[config.mk]
export PLATFORM = sky130hd
export DESIGN_NAME = data_sync
export DESIGN_NICKNAME = d
export VERILOG_FILES = /design/src/rtl/data_sync_pkg.sv /design/src/rtl/data_sync_bit_sync.sv /design/src/rtl/data_sync.sv
export SDC_FILE = /design/constraint.sdc
export NUM_CORES = 1
export LEC_CHECK = 0
export CAP_MARGIN = 20
export CORE_MARGIN = 2
export CORE_UTILIZATION = 35
export DETAILED_ROUTE_END_ITERATION = 10
export PLACE_DENSITY = 0.65
export RECOVER_POWER = 25
export SYNTH_ARGS = -nofsm -noshare
export SYNTH_HDL_FRONTEND = slang
export SYNTH_SLANG_ARGS = --single-unit
[constraint.sdc]
create_clock -name CLK -period 2.1 [get_ports CLK]
set_input_delay 0.21 -clock CLK [delete_from_list [all_inputs] [get_ports CLK]]
set_output_delay 0.21 -clock CLK [all_outputs]
set_load 0.02 [all_outputs]
[src/rtl/data_sync_pkg.sv]
// Shared types and default sizing for the data_sync CDC receiver.
package data_sync_pkg;

  // Receiver control states; StVerify is only reachable when the stability check is built in.
  typedef enum logic [0:0] {
    StIdle   = 1'b0,
    StVerify = 1'b1
  } ds_state_e;

  localparam int unsigned DS_NUM_STAGES = 2;
  localparam int unsigned DS_BUS_WIDTH  = 8;
  localparam int unsigned DS_CNT_WIDTH  = 8;

endpackage

[src/rtl/data_sync_bit_sync.sv]
// bit_sync: NUM_STAGES-deep single-bit synchroniser with asynchronous active-low reset.
module bit_sync #(
  parameter int unsigned NUM_STAGES = 2
) (
  input  logic clk_i,
  input  logic rst_ni,
  input  logic d_i,
  output logic q_o
);

  logic [NUM_STAGES-1:0] sync_q, sync_d;

  // Shift the foreign-domain level one stage deeper each clock.
  always_comb begin
    sync_d = {sync_q[NUM_STAGES-2:0], d_i};
  end

  // Synchroniser flops.
  always_ff @(posedge clk_i or negedge rst_ni) begin
    if (!rst_ni) begin
      sync_q <= '0;
    end else begin
      sync_q <= sync_d;
    end
  end

  assign q_o = sync_q[NUM_STAGES-1];

endmodule

[src/rtl/data_sync.sv]
// data_sync: multi-bit CDC receiver. BUS_EN is synchronised, its rising edge captures
// UNSYNC_BUS into SYNC_BUS with a one-cycle ENABLE_PULSE and bumps XFER_CNT.
// Optional feature macro DATA_SYNC_STABLE_CHECK_EN adds a verify cycle that re-samples the
// bus and flags BUS_ERR instead of delivering the word when it changed.
module data_sync
  import data_sync_pkg::*;
#(
  parameter int unsigned NUM_STAGES = DS_NUM_STAGES,
  parameter int unsigned BUS_WIDTH  = DS_BUS_WIDTH,
  parameter int unsigned CNT_WIDTH  = DS_CNT_WIDTH
) (
  input  logic                 CLK,
  input  logic                 RST,
  input  logic [BUS_WIDTH-1:0] UNSYNC_BUS,
  input  logic                 BUS_EN,
  output logic [BUS_WIDTH-1:0] SYNC_BUS,
  output logic                 ENABLE_PULSE,
  output logic                 BUS_ERR,
  output logic [CNT_WIDTH-1:0] XFER_CNT
);

  logic                  en_s;
  logic                  en_d_q, en_d_d;
  logic                  armed_q, armed_d;
  logic [NUM_STAGES-1:0] fill_q, fill_d;
  logic                  edge_det;
  logic [BUS_WIDTH-1:0]  sync_bus_q, sync_bus_d;
  logic                  pulse_q, pulse_d;
  logic [CNT_WIDTH-1:0]  cnt_q, cnt_d;

  bit_sync #(
    .NUM_STAGES(NUM_STAGES)
  ) u_en_sync (
    .clk_i (CLK),
    .rst_ni(RST),
    .d_i   (BUS_EN),
    .q_o   (en_s)
  );

  // Arming: the chain's reset zeros are not real samples, so only arm once en_s is known to
  // reflect BUS_EN (fill chain full) and shows it low. An enable already high at reset
  // release therefore never counts as a rising edge.
  always_comb begin
    en_d_d   = en_s;
    fill_d   = {fill_q[NUM_STAGES-2:0], 1'b1};
    armed_d  = armed_q | (fill_q[NUM_STAGES-1] & ~en_s);
    edge_det = en_s & ~en_d_q & armed_q;
  end

  // Edge-detect and arming state.
  always_ff @(posedge CLK or negedge RST) begin
    if (!RST) begin
      en_d_q  <= 1'b0;
      armed_q <= 1'b0;
      fill_q  <= '0;
    end else begin
      en_d_q  <= en_d_d;
      armed_q <= armed_d;
      fill_q  <= fill_d;
    end
  end

`ifdef DATA_SYNC_STABLE_CHECK_EN
  ds_state_e            state_q, state_d;
  logic [BUS_WIDTH-1:0] cap_q, cap_d;
  logic                 err_q, err_d;

  // Capture on the edge, then deliver next cycle only if the bus still matches the shadow copy.
  always_comb begin
    state_d    = state_q;
    cap_d      = cap_q;
    err_d      = 1'b0;
    sync_bus_d = sync_bus_q;
    pulse_d    = 1'b0;
    cnt_d      = cnt_q;
    case (state_q)
      StIdle: begin
        if (edge_det) begin
          cap_d   = UNSYNC_BUS;
          state_d = StVerify;
        end
      end
      StVerify: begin
        // An edge seen here can only come from a source breaking its timing contract; drop it.
        state_d = StIdle;
        if (UNSYNC_BUS == cap_q) begin
          sync_bus_d = cap_q;
          pulse_d    = 1'b1;
          cnt_d      = cnt_q + CNT_WIDTH'(1);
        end else begin
          err_d = 1'b1;
        end
      end
      default: state_d = StIdle;
    endcase
  end

  // Verify-path state.
  always_ff @(posedge CLK or negedge RST) begin
    if (!RST) begin
      state_q <= StIdle;
      cap_q   <= '0;
      err_q   <= 1'b0;
    end else begin
      state_q <= state_d;
      cap_q   <= cap_d;
      err_q   <= err_d;
    end
  end

  assign BUS_ERR = err_q;
`else
  // Single-state datapath: the synchronised edge delivers the word directly.
  always_comb begin
    sync_bus_d = sync_bus_q;
    pulse_d    = 1'b0;
    cnt_d      = cnt_q;
    if (edge_det) begin
      sync_bus_d = UNSYNC_BUS;
      pulse_d    = 1'b1;
      cnt_d      = cnt_q + CNT_WIDTH'(1);
    end
  end

  assign BUS_ERR = 1'b0;
`endif

  // Output registers.
  always_ff @(posedge CLK or negedge RST) begin
    if (!RST) begin
      sync_bus_q <= '0;
      pulse_q    <= 1'b0;
      cnt_q      <= '0;
    end else begin
      sync_bus_q <= sync_bus_d;
      pulse_q    <= pulse_d;
      cnt_q      <= cnt_d;
    end
  end

  assign SYNC_BUS     = sync_bus_q;
  assign ENABLE_PULSE = pulse_q;
  assign XFER_CNT     = cnt_q;

endmodule
# Word level (Yosys, flattened, before mapping)
# Cells that the tools add are included.
[word_totals]
reg_bits = 23
latchBits = 0
ramBits = 0
mem_bits_ro = 0
output_inout_bits = 18
elab_cells = 15
mem_count = 0
[op_classes]
addsub = 1
n_mul = 0
div = 0
magnitude_cmp = 0
n_eq_ne = 0
n_shift = 0
mux = 1
bitwise_logic = 6
reduce_logical = 0
[ops]
columns = ["operator", "n"]
rows = [
  ["8-bit by 1-bit adder with 8-bit output, second input constant", 1],
  ["1-bit bitwise AND", 3],
  ["1-bit NOT", 2],
  ["1-bit 2-to-1 mux", 1],
  ["1-bit bitwise OR", 1],
]

# Depth between registers and ports, before layout
[depth]
ltp_word = 4
depth_mapped = 5

# Modules after synthesis
# Synthesis repeated with hierarchy kept, for this count alone.
[hier_totals]
cells_unflattened = 79
hier_area_um2 = 882.1
[modules_own_cells]
columns = ["module", "instances", "cells_each", "area_each_um2", "seq_area_each_um2"]
rows = [
  ["data_sync", 1, 77, 832.0, 525.5],
  ["bit_sync", 1, 2, 50.0, 50.0],
]

# Worst setup path after synthesis
# OpenSTA, ideal clock, no wires.
[synth_path]
path_kind = "register -> register"
start = "register cnt_q[0], in the netlist XFER_CNT[0]"
end = "register cnt_q[4], in the netlist XFER_CNT[4]"
arrival_time_ns = 1.097
required_time_ns = 1.969
setup_slack_ns = 0.872
path_stages_with_launch = 5
n_path_buf = 0
period_less_slack_ns = 1.228
cell_sequence = "dfrtp_1 > ha_1 > nand2_1 > or2_1 > xnor2_1"
[synth_via]
elab_chain_len = 1
[synth_lines]
columns = ["item", "line", "source"]
rows = [
  ["start: declaration", "data_sync.sv:29", "logic [CNT_WIDTH-1:0] cnt_q, cnt_d;"],
  ["start signal: assignment", "data_sync.sv:137", "cnt_q <= cnt_d;"],
  ["8-bit by 1-bit adder with 8-bit output", "data_sync.sv:121", "cnt_d = cnt_q + CNT_WIDTH'(1);"],
]
# Every way passes these cells.
# A chain may end at the register's enable or synchronous reset.

# Final worst setup path
[layout_path]
start = "register cnt_q[2], in the netlist XFER_CNT[2]"
end = "output XFER_CNT[2]"
[layout_lines]
columns = ["item", "line", "source"]
rows = [
  ["end: declaration", "data_sync.sv:19", "output logic [CNT_WIDTH-1:0] XFER_CNT"],
]
# No word-level cell between the ends.

==> results.md <==
- Async SR Flop Fraction: 100%
- Tot GR Track Use: 13.0%
- Filler cell count: 242
- PwrDens: 949 nW/µm²
- Antenna violations before repair: 0
- Synth area leader: dfrtp_1
- Leakage: 0.583 nW
- Starting Density: 36.3%
- Clk sinks: 23
- Max Freq: 617 MHz
- Ys flop type: dfrtp_1
- Critical Path Sink: XFER_CNT[2]
- Root Buffer: clkbuf_4
- Final core occ: 49.7%
- RSZ-0062 raised after global routing: false
- Max-slew violation total from the final report: 0
- Tmin final: 1.62 ns
- Post-cts resize count: 0
- First-pass GRT wire length: 2.70 mm
- Num CTS Buffers: 3
- Synth area leaders: dfrtp_1, nand2_1, xor2_1
- Io pins: 29
- Post-Syn Instances: 79
- Share of the synthesized area in the top cell type: 65.2%
- Largest family of logic cells by synthesized area: simple AND/OR/NAND/NOR gates
- Synth Area in Compound Gates: 0.851%
- # H-tree levels: 1
- Critical path's top delay family: buffers and inverters
- Top-count cell post-synth: nand2_1
- Top cells by instance count after synthesis: nand2_1, dfrtp_1, xor2_1
- Pin count of the biggest net entering global routing: 24
- Crit path buffers/inverters: 1
- Total power: 1.15 mW
- Setup TNS: 0 ns
- Net Count, Synth: 91
- DR iter-0 viols: 2
- Final setup viols: 0
- Layout Skew: 0.0118 ns
- Crit path kind: reg -> out
- HP Class: reg -> reg
- Final ANT Viol Nets: 0
- Postcts setup bufs: 0
- Routed vias: 605
- Peak supply drop: 0.645 mV
- Sequential share of the synthesized area: 65.2%
- Status: complete, no violations
- CP max FO: 3
- CTS tree: yes
- Fraction of the mapped netlist area in simple logic gates: 21.8%
- Number of synthesized register bits: 23
- Detailed-route DRC error count: 0
- Worst relative slew slack: 19.0%
- Number of global-route vias before repair: 602
- Mapped cell area: 882 µm²
- Worst Setup End Kind: output port
- Die Width: 54.2 µm
- Unique masters post-synth: 17
- Routed WL: 1.55 mm
- Number of synthesized flops with an enable pin: 0
- Layout cells sized above 1: 6.42%
- Synth Area in Adders: 1.42%
- Buffers on Ports: 27
- R2R cell count: 5
- R2R Setup Slk: 0.80 ns
- Final net count: 122
- Worst-Skew Late Latency: 0.31 ns
- Fin crit share: 77.2%
- CTS Hold Bufs: 0
- Avg Cell Area, Syn: 11.2 µm²
- Hold path cells: 0
- Critical path cell sequence: clkdlybuf4s50_1
- Dpl hpwl: 1.14 mm
- R2R Path End: XFER_CNT[2]
- Worst EP arrival: 1.41 ns
- CP max-delay cell: clkdlybuf4s50_1
- Critical path depth: 1
- Yosys warning count: 0
- Setup crit start kind: register
- Worst reg2reg startpoint: en_d_q
- Worst Tran Pin Value: 1.21 ns
- Grt total ovfl: 0
- Diodes inserted: 0
- DR WL/cell: 11.1 µm
- Die area: 2940 µm²
- Row count: 18
- Die H: 54.2 µm
- Syn-to-layout area delta: 37.2%
- CTS clk-pin slew, worst paths: 0.12 ns
- Core area: 2430 µm²
- Vias per cell: 4.35
- CTS max path bufs: 2
- MaxCap Viol Count: 0
- Critical path data required time: 1.89 ns
- Final Hold Vio Count: 0
- Critical path's largest stage delay: 0.65 ns
- Mux cell area share after synthesis: 0%
- Gp weighted congestion: 0.648
- Worst setup startpoint: XFER_CNT[2]
- Drt pass-1 iters: 4
- Xor/xnor share of the synthesized area: 6.95%
==> layout by cell type (no fill, tap or decap) <==
cell / instances
or2_1: 1
nand3b_1: 1
nand4_1: 1
nor3_1: 1
clkdlybuf4s50_1: 25
clkbuf_1: 2
xor2_1: 4
ha_1: 1
dlygate4sd3_1: 2
xnor2_1: 3
nor3_2: 2
nand2_1: 32
nand4b_4: 1
nor2_1: 1
clkbuf_4: 3
a21o_1: 1
inv_1: 2
buf_4: 1
dfrtp_1: 23
conb_1: 2
==> per-stage QoR <==
step	cell area (µm²)	hold WS, ns	cells	setup slack [ns]
after detailed placement	1190	0.335	135	0.791
after global routing	1210	0.386	139	0.392
final	1210	0.358	139	0.479
after global placement	1190	0.333	135	0.822
after floorplan	882	-0.0856	79	0.872
after CTS	1210	0.242	139	0.450
==> kinds of logic after synthesis <==
logic type / after synthesis
buf+inv: 5
fa+ha+maj: 1
xor+xnor: 7
flops: 23
other cells: 2
simple gates: 40
compound gates: 1
==> where the power goes <==
| group | leakage (nW) | internal [mW] | switching, mW |
|---|---|---|---|
| logic | 0.285 | 0.180 | 0.179 |
| clock network | 0.0150 | 0.0741 | 0.122 |
| registers | 0.284 | 0.514 | 0.0785 |
| total | 0.583 | 0.768 | 0.380 |
==> layout make-up <==
type                    count  area (µm²)  share of cell area (%)
flip-flops and latches     23         576                    47.6
repair buffers             29         282                    23.3
clock buffers               4        26.3                    2.17
well taps                  30        37.5                    3.10
inverters                   2        7.51                   0.620
multi-input cells          51         282                    23.3
==> registers in the layout (all words and copies together), names as in the netlist <==
signal	cells
ENABLE_PULSE	1
SYNC_BUS	8
XFER_CNT	8
armed_q	1
en_d_q	1
fill_q	2
u_en_sync.sync_q	2
==> layer usage <==
layer,GRT usage (%),vias up,part of all wire [%]
li1,-,299,-
met1,16.8,281,44
met2,20.7,23,48
met3,5.00,2,7.0
met4,2.50,0,0.97
met5,0,-,0
==> worst min-delay path by stage <==
stage	startpoint	to	slack (ns)
final	fill_q[0]	fill_q[1]	0.36
after global routing	fill_q[0]	fill_q[1]	0.39
after CTS	RST	XFER_CNT[6]	0.24
after detailed placement	fill_q[0]	fill_q[1]	0.33
after global placement	u_en_sync.sync_q[0]	u_en_sync.sync_q[1]	0.33
after floorplan	RST	ENABLE_PULSE	-0.09
Power figures use the tool's default switching activity.
